**src/rtl/flag_cond_pkg.sv**
```systemverilog
// Shared definitions for the execute-stage condition unit:
// condition codes, flag bit positions and IT state encoding.
package flag_cond_pkg;

   localparam logic [3:0] EQ = 4'b0000;
   localparam logic [3:0] NE = 4'b0001;
   localparam logic [3:0] CS = 4'b0010;
   localparam logic [3:0] CC = 4'b0011;
   localparam logic [3:0] MI = 4'b0100;
   localparam logic [3:0] PL = 4'b0101;
   localparam logic [3:0] VS = 4'b0110;
   localparam logic [3:0] VC = 4'b0111;
   localparam logic [3:0] HI = 4'b1000;
   localparam logic [3:0] LS = 4'b1001;
   localparam logic [3:0] GE = 4'b1010;
   localparam logic [3:0] LT = 4'b1011;
   localparam logic [3:0] GT = 4'b1100;
   localparam logic [3:0] LE = 4'b1101;
   localparam logic [3:0] AL = 4'b1110;
   localparam logic [3:0] NV = 4'b1111;

   localparam int FN = 3;
   localparam int FZ = 2;
   localparam int FC = 1;
   localparam int FV = 0;

   typedef enum logic {
      IT_IDLE,
      IT_ACTIVE
   } it_state_t;

endpackage

```
**src/rtl/flag_cond_unit_cond_check.sv**
```systemverilog
// Combinational ARM condition evaluation against N,Z,C,V.
// Codes 1110 and 1111 always pass.
module cond_check
   import flag_cond_pkg::*;
(
   input  logic [3:0] cond,
   input  logic [3:0] flags,
   output logic       pass
);

   logic n, z, c, v;

   assign n = flags[FN];
   assign z = flags[FZ];
   assign c = flags[FC];
   assign v = flags[FV];

   always_comb begin
      pass = 1'b1;
      unique case (cond)
         EQ: pass = z;
         NE: pass = !z;
         CS: pass = c;
         CC: pass = !c;
         MI: pass = n;
         PL: pass = !n;
         VS: pass = v;
         VC: pass = !v;
         HI: pass = c && !z;
         LS: pass = !c || z;
         GE: pass = (n == v);
         LT: pass = (n != v);
         GT: pass = !z && (n == v);
         LE: pass = z || (n != v);
         default: pass = 1'b1;
      endcase
   end

endmodule

```
**src/rtl/flag_cond_unit.sv**
```systemverilog
// Execute-stage condition unit: grouped flag register, shadow copy
// for exception entry/return, and IT-block predication.
module flag_cond_unit
   import flag_cond_pkg::*;
#(
   parameter int FLAG_W   = 4,
   parameter int NGROUPS  = 2,
   parameter int IT_DEPTH = 4
) (
   input  logic                          clk,
   input  logic                          reset,
   input  logic                          StallE,
   input  logic                          FlushE,
   input  logic [3:0]                    CondE,
   input  logic [NGROUPS-1:0]            FlagWriteE,
   input  logic [FLAG_W-1:0]             ALUFlags,
   input  logic                          ITStartE,
   input  logic [3:0]                    ITCondE,
   input  logic [$clog2(IT_DEPTH):0]     ITLenE,
   input  logic [IT_DEPTH-1:0]           ITMaskE,
   input  logic                          SaveE,
   input  logic                          RestoreE,
   output logic [FLAG_W-1:0]             Flags,
   output logic                          CondExE,
   output logic                          ITActive,
   output logic [$clog2(IT_DEPTH):0]     ITRemain
);

   localparam int GW = FLAG_W / NGROUPS;
   localparam int RW = $clog2(IT_DEPTH) + 1;
   localparam int SW = (IT_DEPTH > 1) ? $clog2(IT_DEPTH) : 1;

   logic [FLAG_W-1:0]   flags_q, flags_n, shadow_q;
   it_state_t           state, state_n;
   logic [3:0]          itcond, itcond_n;
   logic [IT_DEPTH-1:0] mask, mask_n;
   logic [SW-1:0]       slot, slot_n;
   logic [RW-1:0]       remain, remain_n;
   logic                advance, it_ok, pass;
   logic [3:0]          effcond;

   assign advance = !StallE && !FlushE;
   assign it_ok   = (ITLenE != '0) && (ITLenE <= RW'(IT_DEPTH));

   always_comb begin
      effcond = CondE;
      if (state == IT_ACTIVE)
         effcond = {itcond[3:1], itcond[0] ^ ~mask[slot]};
   end

   cond_check u_check (
      .cond  (effcond),
      .flags (flags_q[3:0]),
      .pass  (pass)
   );

   assign CondExE = !FlushE && pass;

   // restore wins over any group write in the same cycle
   for (genvar g = 0; g < NGROUPS; g++) begin : g_grp
      assign flags_n[g*GW +: GW] =
         !advance                     ? flags_q[g*GW +: GW]  :
         RestoreE                     ? shadow_q[g*GW +: GW] :
         (FlagWriteE[g] && CondExE)   ? ALUFlags[g*GW +: GW] :
                                        flags_q[g*GW +: GW];
   end

   always_ff @(posedge clk) begin
      if (reset) begin
         flags_q  <= '0;
         shadow_q <= '0;
      end else begin
         flags_q <= flags_n;
         if (advance && SaveE)
            shadow_q <= flags_q;
      end
   end

   always_comb begin
      state_n  = state;
      itcond_n = itcond;
      mask_n   = mask;
      slot_n   = slot;
      remain_n = remain;
      unique case (state)
         IT_IDLE: begin
            if (advance && ITStartE && it_ok) begin
               state_n  = IT_ACTIVE;
               itcond_n = ITCondE;
               mask_n   = ITMaskE | IT_DEPTH'(1);
               slot_n   = '0;
               remain_n = ITLenE;
            end
         end
         IT_ACTIVE: begin
            if (advance) begin
               slot_n   = slot + SW'(1);
               remain_n = remain - RW'(1);
               if (remain == RW'(1))
                  state_n = IT_IDLE;
            end
         end
         default: state_n = IT_IDLE;
      endcase
   end

   always_ff @(posedge clk) begin
      if (reset) begin
         state  <= IT_IDLE;
         itcond <= '0;
         mask   <= '0;
         slot   <= '0;
         remain <= '0;
      end else begin
         state  <= state_n;
         itcond <= itcond_n;
         mask   <= mask_n;
         slot   <= slot_n;
         remain <= remain_n;
      end
   end

   assign Flags    = flags_q;
   assign ITActive = (state == IT_ACTIVE);
   assign ITRemain = remain;

endmodule

```
**config.mk**
```make
export PLATFORM = sky130hd
export DESIGN_NAME = flag_cond_unit
export DESIGN_NICKNAME = d
export VERILOG_FILES = /design/src/rtl/flag_cond_pkg.sv /design/src/rtl/flag_cond_unit_cond_check.sv /design/src/rtl/flag_cond_unit.sv
export SDC_FILE = /design/constraint.sdc
export NUM_CORES = 1
export LEC_CHECK = 0
export ABC_AREA = 1
export BUFFER_PORTS_ARGS = -buffer_cell sky130_fd_sc_hd__buf_2
export CORE_ASPECT_RATIO = 0.8
export CORE_MARGIN = 3
export CORE_UTILIZATION = 55
export DETAILED_ROUTE_END_ITERATION = 7
export GPL_ROUTABILITY_DRIVEN = 0
export PLACE_DENSITY_LB_ADDON = 0.05
export SETUP_SLACK_MARGIN = 0.3
export SYNTH_ARGS = -nofsm -noshare
export SYNTH_HDL_FRONTEND = slang
export SYNTH_HIERARCHICAL = 1
export SYNTH_SLANG_ARGS = --single-unit
```
**constraint.sdc**
```tcl
create_clock -name clk -period 5.3 [get_ports clk]
set_input_delay 0.265 -clock clk [delete_from_list [all_inputs] [get_ports clk]]
set_output_delay 0.265 -clock clk [all_outputs]
set_load 0.005 [all_outputs]
```
# Word-level counts from Yosys, hierarchy flattened

Cells that the tools add are included.

Add/sub/neg operators: 2
$lt $le $gt $ge: 2
Equality and inequality tests: 18
Mux-type cells: 18
Bitwise gates (word level): 3
Reduce and logical (&&, ||, !) cells: 26

Operator list:

| cell                | number |
|---|---|
| $eq 4x4->1 const B  | 6 |
| $eq 4x3->1 const B  | 4 |
| $pmux 1 s14         | 1 |
| $mux 2              | 6 |
| $logic_and 1x1->1   | 10 |
| $eq 4x2->1 const B  | 2 |
| $reduce_and 2->1    | 4 |
| $logic_not 1->1     | 6 |
| $mux 3              | 2 |
| $pmux 3 s2          | 1 |
| $eq 4x1->1 const B  | 1 |
| $logic_not 4->1     | 1 |
| $mux 1              | 4 |
| $mux 4              | 1 |
| $pmux 2 s2          | 1 |
| $reduce_bool 2->1   | 2 |
| $eq 3x1->1 const B  | 1 |
| $le 3x3->1 const B  | 1 |
| $lt 2x3->1 const B  | 1 |
| $reduce_bool 3->1   | 1 |
| $sub 3x1->3 const B | 1 |
| $add 2x1->2 const B | 1 |
| $bmux 1 s2          | 1 |
| $logic_or 1x1->1    | 2 |
| 7 further kinds     | 8 |

Register bits: 22
Input bits: 28
Word-level logic and storage cells: 77

# Logic depth before layout (Yosys ltp)

Depth after elaboration: 11
Gate-level depth with buffers: 20
Gate-level depth less buffers: 20

# Modules after synthesis

The synthesis kept the hierarchy.

By module, submodules not included:

| module         | times used | cells an instance | area an instance (um^2) | sequential area each (um^2) |
|---|---|---|---|---|
| flag_cond_unit | 1          | 173               | 1147.4                  | 440.4 |
| cond_check     | 1          | 50                | 205.2                   | 0.0 |

# Least setup slack after synthesis

Ideal clock, no wire load.

Path type: register -> register
Start: register slot[0]
End: register flags_q[0] (netlist: Flags[0])
Arrival: 1.796 ns
Required time: 5.236 ns
Slack: 3.440 ns
Stages on the path, launching flop included: 21
Path buffers: 0
Clock period less this slack: 1.860 ns
Cell sequence: dfxtp_1 inv_1 nand2_1 nand3_1 nand2_1 nand2_1 nand3_1 nand2_1 inv_1 nand2_1 nand3_1 nand3_1 nand2_1 nor2_1 nand2_1 nand2_1 o21ai_0 inv_1 nor2_1 nor2_1 nor2_1

Word-level cells in the longest chain between the ends: 11

Ends and longest elaborated chain:

| element                              | RTL line                        | source |
|---|---|---|
| start, declared                      | flag_cond_unit.sv:37            | `logic [SW-1:0] slot, slot_n;` |
| start signal, assigned               | flag_cond_unit.sv:118           | `slot <= slot_n;` |
| $bmux 1 s2 *                         | flag_cond_unit.sv:48            | `effcond = {itcond[3:1], itcond[0] ^ ~mask[slot]};` |
| $mux 1 (not written as such) *       | flag_cond_unit.sv:48            |  |
| $not 1->1 *                          | flag_cond_unit.sv:48            |  |
| $xor 1x1->1 *                        | flag_cond_unit.sv:48            |  |
| $mux 4 *                             | flag_cond_unit.sv:47            | `if (state == IT_ACTIVE)` |
| via effcond[0]                       | flag_cond_unit.sv:40            | `logic [3:0] effcond;` |
| $eq 4x4->1 (tied with other cells)   | flag_cond_unit_cond_check.sv:20 | `unique case (cond)` |
| $pmux 1 s14 *                        | flag_cond_unit_cond_check.sv:20 |  |
| via pass                             | flag_cond_unit.sv:39            | `logic advance, it_ok, pass;` |
| $logic_and 1x1->1 *                  | flag_cond_unit.sv:57            | `assign CondExE = !FlushE && pass;` |
| $logic_and 1x1->1 *                  | flag_cond_unit.sv:64            | `(FlagWriteE[g] && CondExE) ? ALUFlags[g*GW +: GW] :` |
| $reduce_bool 2->1 (no source line) * | --                              |  |
| $reduce_and 2->1 (no source line) *  | --                              |  |
| end signal, assigned                 | flag_cond_unit.sv:73            | `flags_q <= flags_n;` |
| end, declared                        | flag_cond_unit.sv:33            | `logic [FLAG_W-1:0] flags_q, flags_n, shadow_q;` |

The timed path passes the listed nets; every way through them passes the cells marked *. The select of a mux whose other input is x is not followed.
A chain may end at the register's enable or synchronous reset.

# Final worst setup path

Start: register state (netlist: ITActive)
End: output CondExE

Word-level cells in the longest chain between the ends: 4

Ends and longest elaborated chain:

| element                            | RTL line                        | source |
|---|---|---|
| start, declared                    | flag_cond_unit.sv:34            | `it_state_t state, state_n;` |
| start signal, assigned             | flag_cond_unit.sv:115           | `state <= state_n;` |
| $mux 4 *                           | flag_cond_unit.sv:47            |  |
| via effcond[1]                     | flag_cond_unit.sv:40            |  |
| $eq 4x4->1 (tied with other cells) | flag_cond_unit_cond_check.sv:20 |  |
| $pmux 1 s14 *                      | flag_cond_unit_cond_check.sv:20 |  |
| via pass                           | flag_cond_unit.sv:39            |  |
| $logic_and 1x1->1 *                | flag_cond_unit.sv:57            |  |
| end, declared                      | flag_cond_unit.sv:24            | `output logic CondExE,` |

The timed path passes the listed nets; every way through them passes the cells marked *.

==> impl_metrics.yaml <==
floorplanning:
  fp.coreArea_mm2: 0.00225
  die-area_mm2: 0.00309
  ios: 37
  initial_utilization_pct: 60.1
  die_y_um: 50.4
  rows: 15
  die_w_um: 61.4
place:
  dp.cells: 279
  port_buffers: 35
  dpl.hpwl_um: 2310
  place_ws_ps: 3010
clock_network:
  cts_setup_buffers: 0
  clkTransAtPathRegs_ps: 120
  cts_tree: "yes"
  h-tree-depth: 1
  cts-resized-gates: 0
  cts_buffers: 3
  cts_sinks: 22
  cts_buffer_depth: 2
  clk_latency_ps: 320
  cts-hold-fix-buffers: 0
  root_buffer: "clkbuf_4"
final_layout:
  num_antenna_cells: 0
  drive_gt1_share_pct: 18.2
  final_common_cell: "nand2_1"
  layoutNonFillerInstCount: 283
  multi_input_area_um2: 768
  area_growth_pct: 16.9
  nets: 289
  final_cell_mix: "nand2_1 (59), nor2_1 (47), buf_2 (35), inv_1 (26), dfxtp_1 (22)"
  nFillCells: 209
  layout.area.seq_um2: 440
worst_setup_path:
  startpoint: "ITActive"
  worstPathRequired_ps: 5040
  cp-end-kind: "output pin"
  crit_family: "simple AND/OR/NAND/NOR gates"
  path_max_fanout: 10
  crit_path_frequent_cell: "nand2_1"
  slowest_delay_ps: 610
  critPathLaunchType: "flop"
  crit_path_top_delay_cell: "dfxtp_1"
  worstSetupPathType: "reg -> out"
  worstPathBufferInverterCount: 4
  r2r_start: "ITActive"
  arrival_ps: 2130
  path_cells: "clkinv_4 -> nand2_1 -> nand2_1 -> inv_2 -> nand2_1 -> a21oi_1 -> nor2_1 -> nor2_1 -> nand2_1 -> nand2_1 -> inv_1 -> buf_2"
run:
  maxCapViolations: 0
sta:
  fin_setup_tns_ps: 0
  relSlewSlack_pct: 64.3
  setup_viol: 0
  timing.fmax_mhz: 417
  hold_viol: 0
  slew_violations: 0
  worstMarginPinSlew_ps: 535
  period_share_pct: 45.2
  period_minus_slack_ps: 2400
  rsz0062_at_grt: "false"
  setup_ws_ps: 2900
  skew_ps: 12.2
pwr:
  p_per_area_mw_per_mm2: 241
  comb_power_share_pct: 18.8
  peakVddDrop_uv: 203
  p_int_uw: 279
  p_leak_uw: 0.000821
  seqPwrFrac_pct: 47.3
  p_switching_uw: 102
  swShare_pct: 26.8
  p_clk_share_pct: 33.9
route:
  drtAntennaViolNets: 0
  routed_wl_um: 2940
  wl_per_cell_um: 10.4
  via_per_inst: 5.01
  drt_iter0_drc: 83
  drcViolationCount: 0
  first_pass_iters: 5
  vias: 1419
logic_synthesis:
  synth_area_leaders: "dfxtp_1 (33%), nand2_1 (16%), nor2_1 (13%), nand3_1 (7.4%), inv_1 (7.2%)"
  netlist_instances: 223
  postSynthAreaPerCell_um2: 6.07
  synth_cell_types: 20
  synth_top_area_share_pct: 32.6
  ys_seq_area_share_pct: 32.6
  syn_area_mm2: 0.00135
  yosysWarnings: 6
  syn_nets: 253
  synth_area_leader_cell: "dfxtp_1"
  ys_ff_latch: 22
min_path:
  hp-class: "in -> reg"
  hp-start: "reset"
outcome:
  outcome: "finished, final reports clean"
global_route:
  grt_pass1_wl_um: 4720
  grt_pass1_vias: 1129
  track_usage_pct: 19.9
  antenna_found_initial: 0
  grt.overflow.total: 0
  grt_max_degree: 21
## worst paths after layout
kind / endpoint / slack, ps / depth (start not counted)
max: CondExE / 2900 / 12
min: ITActive / 130 / 2
min reg2reg: shadow_q[3] / 490 / 2
max reg2reg: Flags[0] / 2940 / 16
## logic make-up after synthesis
logic type                 count (synthesis)  share of synthesized area, %
and+or+nand+nor                          132                          41.6
AOI/OAI and AO/OA                         34                          13.3
adders and majority gates                  2                          1.85
buffers and inverters                     33                          10.6
DFF                                       22                          32.6
## power groups by stage
stage	clock network (uW)	logic (uW)	registers, uW
3_3_place_gp	0	70.1	183
2_1_floorplan	0	49.8	182
6_report	129	71.7	180
3_5_place_dp	0	71.4	184
5_1_grt	139	82.4	181
4_1_cts	132	71.9	180
## state kept, by name (all words and copies together) (netlist names)
name / cells
ITActive: 1
Flags: 4
slot: 2
shadow_q: 4
ITRemain: 3
mask: 4
itcond: 4
## metrics by stage
stage	total power, uW	area [um^2]	hold WS [ps]	util, %
finish	381	1580	132	70.2
global route	403	1580	119	70.2
CTS	384	1580	127	70.2
detailed placement	255	1530	462	67.9
global placement	254	1530	452	67.9
floorplan	231	1350	334	-
## synthesized netlist by cell type, drive strengths merged
master and number:
a21boi 4, a21oi 10, buf 3, clkbuf 1
clkinv 1, dfxtp 22, ha 2, inv 28
nand2 61, nand3 21, nand3b 1, nor2 49
o21ai 20
## metal layers
metal / global-route usage [%] / wire length, um / vias up / part of all wire (%)
li1: - / - / 770 / -
met1: 28.2 / 1500 / 616 / 51
met2: 30.6 / 1270 / 31 / 43
met3: 5.40 / 166 / 2 / 5.6
met4: 3.18 / 14 / 0 / 0.48
met5: 0 / 0 / - / 0
## worst reg2reg max path, cell delays in order, from the launching register on
cell and delay (ps):
dfxtp_1 610, clkinv_4 180, nand2_1 90, nand2_1 150, inv_2 120, nand2_1 70
nand3_1 80, nand2_1 50, nor2_1 110, nor2_1 60, nand2_1 60, nand2_1 70
o21ai_0 290, inv_1 70, nor2_1 130, nor2_1 50, nor2_1 100
## area by class of cell
| type | instances | area share (%) |
|---|---|---|
| Tap cell | 25 | 1.98 |
| Clock buffer | 3 | 1.42 |
| Sequential cell | 22 | 27.8 |
| Multi-Input combinational cell | 168 | 48.6 |
| Inverter | 29 | 7.20 |
| Timing Repair Buffer | 35 | 11.1 |
| Clock inverter | 1 | 1.90 |
Power figures use the tool's default switching activity.
